`src/rtl/sevenseg_pkg.sv`:
```
`default_nettype none
// +--------------------------------------------------------------------------+
// | Module   : sevenseg_pkg                                                  |
// | Brief    : Glyph constants and digit-slot enum for the 7-seg scan driver |
// | Revision : 1.0                                                           |
// +--------------------------------------------------------------------------+
package sevenseg_pkg;

   typedef enum logic [1:0] {
      DIG_UNITS = 2'd0,
      DIG_TENS  = 2'd1,
      DIG_BLANK = 2'd2,
      DIG_MODE  = 2'd3
   } digit_idx_e;

   // Active-low cathode patterns, bit order {g,f,e,d,c,b,a}
   localparam logic [6:0] c_SEG_0     = 7'b1000000;
   localparam logic [6:0] c_SEG_1     = 7'b1111001;
   localparam logic [6:0] c_SEG_2     = 7'b0100100;
   localparam logic [6:0] c_SEG_3     = 7'b0110000;
   localparam logic [6:0] c_SEG_4     = 7'b0011001;
   localparam logic [6:0] c_SEG_5     = 7'b0010010;
   localparam logic [6:0] c_SEG_6     = 7'b0000010;
   localparam logic [6:0] c_SEG_7     = 7'b1111000;
   localparam logic [6:0] c_SEG_8     = 7'b0000000;
   localparam logic [6:0] c_SEG_9     = 7'b0010000;
   localparam logic [6:0] c_SEG_U     = 7'b1000001;
   localparam logic [6:0] c_SEG_D     = 7'b0100001;
   localparam logic [6:0] c_SEG_BLANK = 7'b1111111;

   // Decoder codes above 9 select the direction letters
   localparam logic [3:0] c_CODE_U = 4'd10;
   localparam logic [3:0] c_CODE_D = 4'd11;

   function automatic logic [3:0] anode_sel(input digit_idx_e idx);
      logic [3:0] onehot;
      onehot = 4'b0001 << idx;
      return ~onehot;
   endfunction

endpackage
`default_nettype wire

```
`src/rtl/bin_to_7seg.sv`:
```
`default_nettype none
// +--------------------------------------------------------------------------+
// | Module   : bin_to_7seg                                                   |
// | Brief    : Combinational glyph decoder (0-9, U, d, blank), active-low    |
// | Revision : 1.0                                                           |
// +--------------------------------------------------------------------------+
module bin_to_7seg
   import sevenseg_pkg::*;
(
   input  logic [3:0] value,
   input  logic       blank,
   output logic [6:0] seg
);

   always_comb begin
      seg = c_SEG_BLANK;
      if (!blank) begin
         case (value)
            4'd0:     seg = c_SEG_0;
            4'd1:     seg = c_SEG_1;
            4'd2:     seg = c_SEG_2;
            4'd3:     seg = c_SEG_3;
            4'd4:     seg = c_SEG_4;
            4'd5:     seg = c_SEG_5;
            4'd6:     seg = c_SEG_6;
            4'd7:     seg = c_SEG_7;
            4'd8:     seg = c_SEG_8;
            4'd9:     seg = c_SEG_9;
            c_CODE_U: seg = c_SEG_U;
            c_CODE_D: seg = c_SEG_D;
            default:  seg = c_SEG_BLANK;
         endcase
      end
   end

endmodule
`default_nettype wire

```
`src/rtl/sevenseg_scan_driver.sv`:
```
`default_nettype none
// +--------------------------------------------------------------------------+
// | Module   : sevenseg_scan_driver                                          |
// | Brief    : 4-digit multiplexed display of a 0..15 counter plus U/d mode. |
// |            Define SEVENSEG_GHOST_BLANK_EN to blank anodes for the first  |
// |            BLANK_CYCLES clocks of every digit slot.                      |
// | Revision : 1.0                                                           |
// +--------------------------------------------------------------------------+
module sevenseg_scan_driver
   import sevenseg_pkg::*;
#(
   parameter int unsigned REFRESH_DIV  = 100000,
   parameter int unsigned BLANK_CYCLES = 1000
) (
   input  logic       clk,
   input  logic       rst,
   input  logic [3:0] count,
   input  logic       direction,
   output logic [6:0] seg,
   output logic [3:0] an,
   output logic       dp
);

   localparam int unsigned RCNT_W = $clog2(REFRESH_DIV);
   localparam logic [RCNT_W-1:0] c_RCNT_LAST = RCNT_W'(REFRESH_DIV - 1);

   if ((REFRESH_DIV < 4) || (BLANK_CYCLES < 1) || (BLANK_CYCLES >= REFRESH_DIV)) begin : g_bad_params
      $error("sevenseg_scan_driver: need REFRESH_DIV >= 4 and 1 <= BLANK_CYCLES < REFRESH_DIV");
   end

   logic [RCNT_W-1:0] r_rcnt;
   digit_idx_e        r_idx;
   logic [3:0]        r_snap_cnt;
   logic              r_snap_dir;
   logic              r_load_pend;
   logic [6:0]        r_seg;
   logic [3:0]        r_an;

   logic [RCNT_W-1:0] w_rcnt_next;
   digit_idx_e        w_idx_next;
   logic              w_slot_end;
   logic              w_snap_load;
   logic              w_ge10;
   logic [3:0]        w_units;
   logic [3:0]        w_val;
   logic              w_blank;
   logic [6:0]        w_seg;
   logic              w_ghost;
   logic [3:0]        w_an_next;

   // Snapshot reloads only at the last clock of the mode slot, or right after reset
   always_comb begin
      w_slot_end  = (r_rcnt == c_RCNT_LAST);
      w_rcnt_next = w_slot_end ? '0 : r_rcnt + 1'b1;
      w_idx_next  = w_slot_end ? digit_idx_e'(r_idx + 2'd1) : r_idx;
      w_snap_load = r_load_pend | (w_slot_end & (r_idx == DIG_MODE));
   end

   // One compare-and-subtract suffices for a 4-bit value
   always_comb begin
      w_ge10  = (r_snap_cnt >= 4'd10);
      w_units = w_ge10 ? (r_snap_cnt - 4'd10) : r_snap_cnt;
   end

   always_comb begin
      w_val   = 4'd0;
      w_blank = 1'b1;
      case (r_idx)
         DIG_UNITS: begin
            w_val   = w_units;
            w_blank = 1'b0;
         end
         DIG_TENS: begin
            w_val   = 4'd1;
            w_blank = ~w_ge10;
         end
         DIG_MODE: begin
            w_val   = r_snap_dir ? c_CODE_U : c_CODE_D;
            w_blank = 1'b0;
         end
         default: begin
            w_val   = 4'd0;
            w_blank = 1'b1;
         end
      endcase
   end

   bin_to_7seg u_decode (
      .value (w_val),
      .blank (w_blank),
      .seg   (w_seg)
   );

`ifdef SEVENSEG_GHOST_BLANK_EN
   assign w_ghost = (r_rcnt < RCNT_W'(BLANK_CYCLES));
`else
   assign w_ghost = 1'b0;
`endif

   assign w_an_next = w_ghost ? 4'b1111 : anode_sel(r_idx);

   always_ff @(posedge clk) begin
      if (rst) begin
         r_rcnt      <= '0;
         r_idx       <= DIG_UNITS;
         r_snap_cnt  <= 4'd0;
         r_snap_dir  <= 1'b0;
         r_load_pend <= 1'b1;
         r_an        <= 4'b1111;
         r_seg       <= c_SEG_BLANK;
      end else begin
         r_rcnt      <= w_rcnt_next;
         r_idx       <= w_idx_next;
         r_load_pend <= 1'b0;
         if (w_snap_load) begin
            r_snap_cnt <= count;
            r_snap_dir <= direction;
         end
         r_an        <= w_an_next;
         r_seg       <= w_seg;
      end
   end

   assign seg = r_seg;
   assign an  = r_an;
   assign dp  = 1'b1;

endmodule
`default_nettype wire

```
`config.mk`:
```
export PLATFORM = sky130hd
export DESIGN_NAME = sevenseg_scan_driver
export DESIGN_NICKNAME = d
export VERILOG_FILES = /design/src/rtl/sevenseg_pkg.sv /design/src/rtl/bin_to_7seg.sv /design/src/rtl/sevenseg_scan_driver.sv
export SDC_FILE = /design/constraint.sdc
export NUM_CORES = 1
export LEC_CHECK = 0
export BUFFER_PORTS_ARGS = -buffer_cell sky130_fd_sc_hd__buf_2
export CORE_MARGIN = 1.5
export CORE_UTILIZATION = 58
export DETAILED_ROUTE_END_ITERATION = 8
export HOLD_SLACK_MARGIN = 0.06
export PLACE_DENSITY = 0.89
export RECOVER_POWER = 25
export SYNTH_ARGS = -nofsm -noshare
export SYNTH_HDL_FRONTEND = slang
export SYNTH_SLANG_ARGS = --single-unit
```
`constraint.sdc`:
```
create_clock -name clk -period 2.37 [get_ports clk]
set_input_delay 0 -clock clk [delete_from_list [all_inputs] [get_ports clk]]
set_output_delay 0 -clock clk [all_outputs]
set_load 0.02 [all_outputs]
```
==> out/results.ini <==
[grt]
overflow = 0
gr-usage-all-layers = 0.2178
grt_max_degree = 28
use_met2 = 0.3556
grtUsageMet3 = 0.05117
grt_first_pass_wirelength_um = 5975
grt_pass1_vias = 1359
grt-busiest-layer = met2
grtUsageMet1 = 0.2706
antenna_found_initial = 0

[drt]
ant_nets = 0
dr.pass1.iters = 4
wirelength_um = 3558
vias_per_cell = 5.495
wl_per_cell_um = 12.48
drc = 0
drt_iter0_markers = 48
num_vias = 1566

[logic_synthesis]
synthCells = 217
yosysTopAreaCell = dfxtp_1
synthTopCellsByCount = dfxtp_1, nor2_1, nand2_1
synth_area_um2 = 1912
yosysMostFrequentCell = dfxtp_1
synth_ff_type = dfxtp_1
avgSynthCellArea_um2 = 8.810
synth_edf_count = 0
async_flop_share = 0
yosysUniqueCellTypes = 46
netlist.area_leader.share = 0.3770
synth_nets = 236
ys_top_cells_by_area = dfxtp_1, ha_1, xor2_1
yosysWarnings = 0
yosysSeqAreaShare = 0.3770
ys_ff_latch = 36

[floorplan]
initial_core_util = 0.6161
coreArea_um2 = 3103
die_h_um = 60.42
die_area_um2 = 3650
num_rows = 20
fp.dieW_um = 60.42
ios = 19

[final_layout]
drive_above_1_share = 0.1037
fin_area_um2 = 2117
diodes = 0
final_util = 0.6823
fillers = 277
syn_to_final_growth_pct = 10.73
seq_area_um2 = 720.7
nNetsFinal = 259
multiInputGateArea_um2 = 1087

[worst_setup_path]
path_class = flop to flop
startpoint_type = flop
r2r-end = seg[4]
cp.required_ns = 2.64
r2r_start = r_idx[1]
worstPathMaxFanout = 8
cp.arrival_ns = 2.45
r2r_setup_slack_ns = 0.19
r2r.worst_path.cells = 9
endpoint_kind = flop

[clock_network]
cts_resized = 0
clkLatencyLatePin_ns = 0.34
htreeDepth = 2
clkSinkCount = 36
clockBufferDepth = 2
clk_pin_slew_ns = 0.11
cts_tree = done
clockRootBuffer = clkbuf_4
cts_buffers = 5

[hold_path]
holdPathEnd = r_rcnt[0]
holdPathStages = 1
hold_path.startpoint = r_rcnt[0]
hold_class = flop to flop

[pwr]
ir_drop_mv = 0.3309
finalPower_w = 0.001184
power.density_nw_per_um2 = 559.2
p_leak_nw = 0.8354

[timing]
rsz0062_at_grt = no
maxSlewViolCount = 0
period_share = 0.9207
min_period_ns = 2.182
hold_viol_final = 0
fin_tns_setup_ns = 0
slew_headroom = 0.3448
clock.fmax_ghz = 0.4583
finClkSkew_ns = 0.01452
worst_pin_slew_ns = 0.9828
finalSetupViolCount = 0

[place]
io_buffer_count = 17
post_dp_cell_area_um2 = 2012
hpwl_um = 2443
gp_congestion = 0.7926

[status]
status = finished, final reports clean

[job]
drv_cap = 0

-- where the power goes --
part / switching [W] / internal, W
clock: 0.000192 / 0.000146
sequential: 0.0000213 / 0.000637
combinational: 0.000111 / 0.0000771
total: 0.000324 / 0.000860
-- critical path: stages, from the launching register on --
cell and delay, ns:
dfxtp_1 0.48, inv_1 0.11, ha_1 0.25, and4b_1 0.21, a211oi_2 0.26, inv_1 0.11, ha_1 0.20, nor4_1 0.28
a211oi_1 0.08, o21ai_1 0.13
-- per-stage QoR --
stage	hold slack [ns]	cells	setup slack (ns)
3_3_place_gp	0.3518	271	0.3534
6_report	0.4488	285	0.1879
3_5_place_dp	0.3515	271	0.2632
5_1_grt	0.4888	285	0.08532
2_1_floorplan	0.02772	217	0.2679
4_1_cts	0.4477	285	0.2121
-- logic make-up after synthesis --
logic type	synth area share
multiplexers	0.005236
adder cells (fa/ha/maj)	0.07853
AO/OA/AOI/OAI	0.1132
AND/OR/NAND/NOR	0.3102
XOR/XNOR	0.05956
flip-flops	0.3770
other	0.001961
buffers and inverters	0.05431
-- routing by layer --
| metal | share of wire | wire [µm] |
|---|---|---|
| met1 | 0.48 | 1719 |
| met5 | 0 | 0 |
| met2 | 0.47 | 1659 |
| met3 | 0.030 | 105 |
| met4 | 0.021 | 75 |
-- state kept, by name (all words and copies together), names as in the netlist --
signal,cells
r_rcnt,17
seg,7
an,4
r_snap_cnt,4
r_idx,2
r_load_pend,1
r_snap_dir,1
-- area by class of cell --
cell class / instances / share of cell area
clock buffer: 8 / 0.02778
tap: 44 / 0.02600
multi-input combinational: 161 / 0.5136
timing repair buffer: 27 / 0.07624
inverter: 9 / 0.01596
sequential: 36 / 0.3404
-- placed cells by master (no fill, tap or decap), types with 6 or more instances in the layout --
| cell | synthesis | routed |
|---|---|---|
| or3_1 | 8 | 8 |
| nand4_1 | 8 | 8 |
| buf_2 | 2 | 6 |
| dfxtp_1 | 36 | 36 |
| ha_1 | 12 | 12 |
| inv_1 | 9 | 9 |
| nand2_1 | 15 | 15 |
| nor2_1 | 16 | 16 |
| o21ai_0 | 9 | 9 |
| xor2_1 | 10 | 10 |
| nand3_1 | 6 | 6 |
| dlygate4sd3_1 | 0 | 6 |
| nand2b_1 | 6 | 6 |
| a21oi_1 | 7 | 7 |
| clkbuf_1 | 4 | 13 |
| nor3_1 | 12 | 12 |
-- worst max-delay path by stage --
stage / startpoint / end / slack, ns / cells past startpoint
5_1_grt: r_idx[1] / seg[4] / 0.09 / 9
3_5_place_dp: r_idx[1] / seg[4] / 0.26 / 9
2_1_floorplan: r_idx[1] / seg[4] / 0.27 / 9
3_3_place_gp: r_idx[1] / seg[4] / 0.35 / 9
4_1_cts: r_idx[1] / seg[4] / 0.21 / 9
6_report: r_idx[1] / seg[4] / 0.19 / 9
-- what timing repair did --
item | in CTS | in global routing
hold endpoints to repair | 9 | 0
hold buffers | 6 | 0
setup buffers | 0 | 0
No activity file was read; power rests on OpenSTA's default activity.
